`src/rtl/uart_pkg.sv`:
```
// Shared UART definitions: FSM state encoding and frame constants.
// The transmitter and receiver both use these, so the two can be looped back.
package uart_pkg;

    localparam int DEFAULT_CLK_PER_BIT = 434;  // 50 MHz / 115200
    localparam int DATA_BITS           = 8;
    localparam int FRAME_BITS          = DATA_BITS + 2;

    typedef enum logic [1:0] {
        S_IDLE      = 2'd0,
        S_START_BIT = 2'd1,
        S_DATA_BITS = 2'd2,
        S_STOP_BIT  = 2'd3
    } uart_state_t;

endpackage

```
`src/rtl/uart_tx_fifo.sv`:
```
// Small synchronous byte FIFO feeding the transmitter.
// Pointers carry one extra wrap bit so full and empty are told apart without a counter.
module uart_tx_fifo
    import uart_pkg::*;
#(
    parameter int DEPTH = 4,
    parameter int WIDTH = DATA_BITS
) (
    input  logic             clk,
    input  logic             rst_n,
    input  logic             push,
    input  logic [WIDTH-1:0] din,
    input  logic             pop,
    output logic             full,
    output logic             empty,
    output logic [WIDTH-1:0] dout
);

    localparam int AW = $clog2(DEPTH);

    logic [WIDTH-1:0] mem [DEPTH];
    logic [AW:0]      wr_ptr;
    logic [AW:0]      rd_ptr;
    logic             do_push;
    logic             do_pop;

    assign empty   = (wr_ptr == rd_ptr);
    assign full    = (wr_ptr[AW] != rd_ptr[AW]) && (wr_ptr[AW-1:0] == rd_ptr[AW-1:0]);
    assign dout    = mem[rd_ptr[AW-1:0]];
    assign do_push = push && !full;
    assign do_pop  = pop && !empty;

    always_ff @(posedge clk or negedge rst_n) begin
        if (!rst_n) begin
            wr_ptr <= '0;
            rd_ptr <= '0;
        end else begin
            if (do_push) wr_ptr <= wr_ptr + 1'b1;
            if (do_pop)  rd_ptr <= rd_ptr + 1'b1;
        end
    end

    // Storage needs no reset: an entry is only read after it has been written.
    always_ff @(posedge clk) begin
        if (do_push) mem[wr_ptr[AW-1:0]] <= din;
    end

endmodule

```
`src/rtl/uart_tx.sv`:
```
// Buffered 8N1 UART transmitter: valid/ready byte input, FIFO, serialiser FSM.
// Consecutive queued bytes go out with no idle gap between stop and start bits.
module uart_tx
    import uart_pkg::*;
#(
    parameter int CLK_PER_BIT = DEFAULT_CLK_PER_BIT,
    parameter int FIFO_DEPTH  = 4
) (
    input  logic                 clk,
    input  logic                 rst_n,
    input  logic [DATA_BITS-1:0] tx_data,
    input  logic                 tx_valid,
    output logic                 tx_ready,
    output logic                 tx_serial,
    output logic                 tx_busy,
    output logic                 tx_done
);

    localparam int            CW       = $clog2(CLK_PER_BIT);
    localparam logic [CW-1:0] LAST     = CW'(CLK_PER_BIT - 1);
    localparam logic [CW-1:0] PRE_LAST = CW'(CLK_PER_BIT - 2);
    localparam logic [2:0]    LAST_IDX = 3'(DATA_BITS - 1);

    uart_state_t          state;
    logic [CW-1:0]        bit_cnt;
    logic [2:0]           bit_idx;
    logic [DATA_BITS-1:0] shift;
    logic [DATA_BITS-1:0] fifo_dout;
    logic                 fifo_full;
    logic                 fifo_empty;
    logic                 period_end;
    logic                 pop;

    assign period_end = (bit_cnt == LAST);
    assign pop        = !fifo_empty &&
                        ((state == S_IDLE) || (state == S_STOP_BIT && period_end));
    assign tx_ready   = !fifo_full;

    uart_tx_fifo #(
        .DEPTH (FIFO_DEPTH),
        .WIDTH (DATA_BITS)
    ) u_fifo (
        .clk   (clk),
        .rst_n (rst_n),
        .push  (tx_valid),
        .din   (tx_data),
        .pop   (pop),
        .full  (fifo_full),
        .empty (fifo_empty),
        .dout  (fifo_dout)
    );

    always_ff @(posedge clk or negedge rst_n) begin
        if (!rst_n) begin
            state     <= S_IDLE;
            bit_cnt   <= '0;
            bit_idx   <= '0;
            shift     <= '0;
            tx_serial <= 1'b1;
            tx_busy   <= 1'b0;
            tx_done   <= 1'b0;
        end else begin
            // Registered done pulse: armed one cycle early so it lands on the last stop cycle.
            tx_done <= (state == S_STOP_BIT) && (bit_cnt == PRE_LAST);
            bit_cnt <= (state == S_IDLE || period_end) ? '0 : bit_cnt + 1'b1;

            case (state)
                S_IDLE: begin
                    if (pop) begin
                        shift     <= fifo_dout;
                        bit_idx   <= '0;
                        tx_serial <= 1'b0;
                        tx_busy   <= 1'b1;
                        state     <= S_START_BIT;
                    end
                end
                S_START_BIT: begin
                    if (period_end) begin
                        tx_serial <= shift[0];
                        state     <= S_DATA_BITS;
                    end
                end
                S_DATA_BITS: begin
                    if (period_end) begin
                        if (bit_idx == LAST_IDX) begin
                            tx_serial <= 1'b1;
                            state     <= S_STOP_BIT;
                        end else begin
                            tx_serial <= shift[1];
                            shift     <= {1'b0, shift[DATA_BITS-1:1]};
                            bit_idx   <= bit_idx + 1'b1;
                        end
                    end
                end
                S_STOP_BIT: begin
                    if (period_end) begin
                        if (pop) begin
                            shift     <= fifo_dout;
                            bit_idx   <= '0;
                            tx_serial <= 1'b0;
                            state     <= S_START_BIT;
                        end else begin
                            tx_busy   <= 1'b0;
                            state     <= S_IDLE;
                        end
                    end
                end
                default: state <= S_IDLE;
            endcase
        end
    end

endmodule

```
`config.mk`:
```
export PLATFORM = sky130hd
export DESIGN_NAME = uart_tx
export DESIGN_NICKNAME = d
export VERILOG_FILES = /design/src/rtl/uart_pkg.sv /design/src/rtl/uart_tx_fifo.sv /design/src/rtl/uart_tx.sv
export SDC_FILE = /design/constraint.sdc
export NUM_CORES = 1
export LEC_CHECK = 0
export BUFFER_PORTS_ARGS = -buffer_cell sky130_fd_sc_hd__clkbuf_2
export CORE_UTILIZATION = 50
export CTS_BUF_LIST = sky130_fd_sc_hd__clkbuf_4 sky130_fd_sc_hd__clkbuf_8
export CTS_CLUSTER_DIAMETER = 80
export DETAILED_ROUTE_END_ITERATION = 10
export PLACE_DENSITY = 0.67
export SETUP_SLACK_MARGIN = 0.05
export SLEW_MARGIN = 15
export SYNTH_ARGS = -nofsm -noshare
export SYNTH_HDL_FRONTEND = slang
export SYNTH_SLANG_ARGS = --single-unit
export TNS_END_PERCENT = 30
```
`constraint.sdc`:
```
create_clock -name clk -period 4.77 [get_ports clk]
set_input_delay 0.477 -clock clk [delete_from_list [all_inputs] [get_ports clk]]
set_output_delay 0.477 -clock clk [all_outputs]
set_load 0.05 [all_outputs]
```
==> summary.txt <==
Run status
  – Status: complete, no violations

Floorplanning
  – Initial core utilization: 53.0%
  – Die Height: 79.1 um
  – Rows: 27
  – Die width: 79.1 um
  – Core ar.: 5610 um^2
  – IO Pins: 15
  – Die area: 6260 um^2

Place
  – Cell Count Post-Placement: 297
  – PortBufs: 14
  – GPL Wtd Cong: 0.797
  – Post-DP HPWL: 3.26 mm

Power
  – P_leak: 1.31 nW
  – Total power: 0.00129 W
  – Power per Cell Area: 394 nW/um^2
  – Maximum VDD drop: 0.000288 V

STA
  – Fin crit share: 52.1%
  – RSZ-0062 raised after global routing: false
  – Crit path time final: 2480 ps
  – Final setup vio count: 0
  – Slew Limit Fails: 0
  – Setup TNS: 0 ps
  – Worst-margin pin slew: 820 ps
  – Worst slew margin: 45.4%
  – Fmax: 0.402 GHz
  – Final hold violation count: 0
  – Clock Skew: 8.87 ps
  – Final hold slack: 208 ps

Drt
  – DRT Wirelength: 4.98 mm
  – DRC: 0
  – Antenna viol nets, final: 0
  – Initial DRC count: 105
  – Via count: 1755
  – Via/cell ratio: 5.61
  – First-pass iteration count of the detailed router: 4
  – DR WL/cell: 15.9 um

Finish
  – Finished Layout Cells: 313
  – Fin util: 58.5%
  – Synth-to-Final Area Change: 10.2%
  – Inserted Diodes: 0
  – Layout cell share with drive strength beyond 1: 18.3%
  – Fin nets: 262

Synthesis
  – Simple-gate share of the synthesized area: 13.3%
  – Post-Synthesis Cells: 218
  – Async SR Flop Fraction: 49.2%
  – Share of the synthesized area in the top cell type: 32.3%
  – Post-Synth XOR/XNOR Area: 4.12%
  – Largest family of logic cells by synthesized area: simple AND/OR/NAND/NOR gates
  – Synthesized area: 2970 um^2
  – Seq/Total Area, Yosys: 58.4%
  – Syn_area_per_cell: 13.6 um^2
  – Post-synth cell types: 44
  – Largest area contributor in the netlist: edfxtp_1
  – Post-synthesis compound-gate area fraction: 7.11%
  – EDFF count, synth: 32
  – Post-Synth Adder-Cell Area: 6.31%
  – Mux contribution to synthesized area: 7.91%
  – Post-synthesis net count: 244
  – Top cells by area, synth: edfxtp_1, dfrtp_1, ha_1, mux4_2, mux4_1
  – Yosys synthesis warning count: 0
  – Top FF cell, synth: edfxtp_1
  – FF+latch count, synth: 63

Clock network
  – Total CTS buffers: 9
  – Post-CTS setup buffers: 0
  – Clk slew on worst S/H paths: 70 ps
  – CTS resizes: 0
  – Root buf cell: clkbuf_8
  – H-tree levels: 3
  – CTS Buffer Depth: 2
  – Hold-fix buffer count after cts: 0
  – CTS Sinks: 63
  – Worst-Skew Late Latency: 340 ps
  – CTS tree: yes

Critical path
  – Worst endpoint data arrival time: 2710 ps
  – WS Path Type: reg -> reg
  – R2R setup slack: 2290 ps
  – Worst EP required: 5000 ps
  – Reg-to-reg critical path startpoint: state[0]
  – RR Endpoint: shift[2]
  – R2r worst-path depth: 7
  – CP max FO: 23
  – Setup crit end kind: flip-flop
  – Setup crit start kind: flip-flop

Global route
  – Gr usage total: 19.2%
  – Vias in the first global route: 1743
  – Initial antenna violation count: 0
  – Largest net degree at the start of global routing: 32
  – First-pass GRT wire length: 8.58 mm
  – GR Overflow Total: 0

Worst hold path
  – Hold Path Class: in -> async

Run
  – Number of max-cap violations: 0
==> synth_stat cells, types with 2 or more instances <==
| master | n |
|---|---|
| nor2_1 | 14 |
| xor2_1 | 6 |
| mux2_2 | 2 |
| and2_1 | 2 |
| nor3_1 | 13 |
| a21oi_1 | 4 |
| nor4_1 | 6 |
| dfrtp_1 | 30 |
| xnor2_1 | 8 |
| buf_4 | 3 |
| mux4_2 | 5 |
| nand4_1 | 2 |
| nand2_1 | 9 |
| mux4_1 | 3 |
| o22ai_1 | 7 |
| nand3_1 | 8 |
| nor4b_4 | 2 |
| buf_6 | 2 |
| ha_1 | 15 |
| o21ai_0 | 3 |
| and3_1 | 10 |
| edfxtp_1 | 32 |
| and4_1 | 2 |
| inv_1 | 8 |
| clkbuf_1 | 2 |
| a22o_1 | 2 |
==> metrics by stage <==
step                setup slack (ps)  instance area [um^2]
floorplan                       2790                  2970
global placement                2410                  3080
detailed placement              2350                  3080
CTS                             2320                  3280
global route                    1990                  3280
finish                          2290                  3280
==> layout make-up <==
cell class | count | area [um^2]
flip-flops and latches | 63 | 1740
repair buffers | 14 | 70.1
fillers | 480 | 2330
well taps | 72 | 90.1
clock inverters | 7 | 72.6
inverters | 8 | 30.0
clock buffers | 9 | 124
multi-input cells | 140 | 1150
==> metal layers <==
metal | GRT usage (%) | routed length [um]
met1 | 24.5 | 2360
met2 | 28.8 | 2350
met3 | 7.59 | 196
met4 | 8.73 | 68
met5 | 0 | 0
==> cells by family (layout without fill, tap and decap cells) <==
family | after synthesis | in the layout
flip-flops | 63 | 63
buffers and inverters | 15 | 38
XOR/XNOR | 14 | 14
AO/OA/AOI/OAI | 29 | 29
AND/OR/NAND/NOR | 70 | 70
multiplexers | 12 | 12
adder cells (fa/ha/maj) | 15 | 15
==> how the worst max path moves through the flow <==
stage,depth (start not counted),endpoint,slack (ps),from
final,7,shift[2],2290,state[0]
after global routing,7,shift[2],1990,state[0]
after CTS,7,shift[2],2320,state[0]
after detailed placement,7,shift[2],2350,state[0]
after global placement,7,shift[2],2410,state[0]
after floorplan,5,u_fifo.wr_ptr[2],2790,u_fifo.rd_ptr[1]
==> layout by cell type (no fill, tap or decap), drive strengths merged, types with 3 or more instances in the layout <==
master  synthesis  routed
inv             8       9
nand2           9       9
nor4            6       6
dfrtp          30      30
clkinv          0       4
edfxtp         32      32
a21oi           5       5
clkbuf          2      23
ha             15      15
nor2           14      14
nand3           8       8
mux4            8       8
mux2            3       3
nor3           13      13
xor2            6       6
o21ai           4       4
o22ai           7       7
and3           10      10
xnor2           8       8
==> sequential cells by signal (all words and copies together), names as in the netlist <==
register	count
tx_busy	1
u_fifo.rd_ptr	3
tx_done	1
state	2
bit_idx	3
tx_serial	1
u_fifo.mem	32
u_fifo.wr_ptr	3
bit_cnt	9
shift	8
==> power breakdown <==
part | switching (W) | leakage (nW) | total (W) | internal (W)
clock | 0.000218 | 0.0972 | 0.000460 | 0.000242
combinational | 0.000105 | 0.530 | 0.000161 | 0.0000557
sequential | 0.0000247 | 0.683 | 0.000670 | 0.000645
==> worst max-delay path, cell delays in order (launching register included) <==
cell and delay (ps):
dfrtp_1 460, inv_1 120, ha_1 490, a21oi_1 520, nand4_1 150, a21oi_1 170
a31oi_1 100, a221o_1 360
No activity file was read; power rests on OpenSTA's default activity.
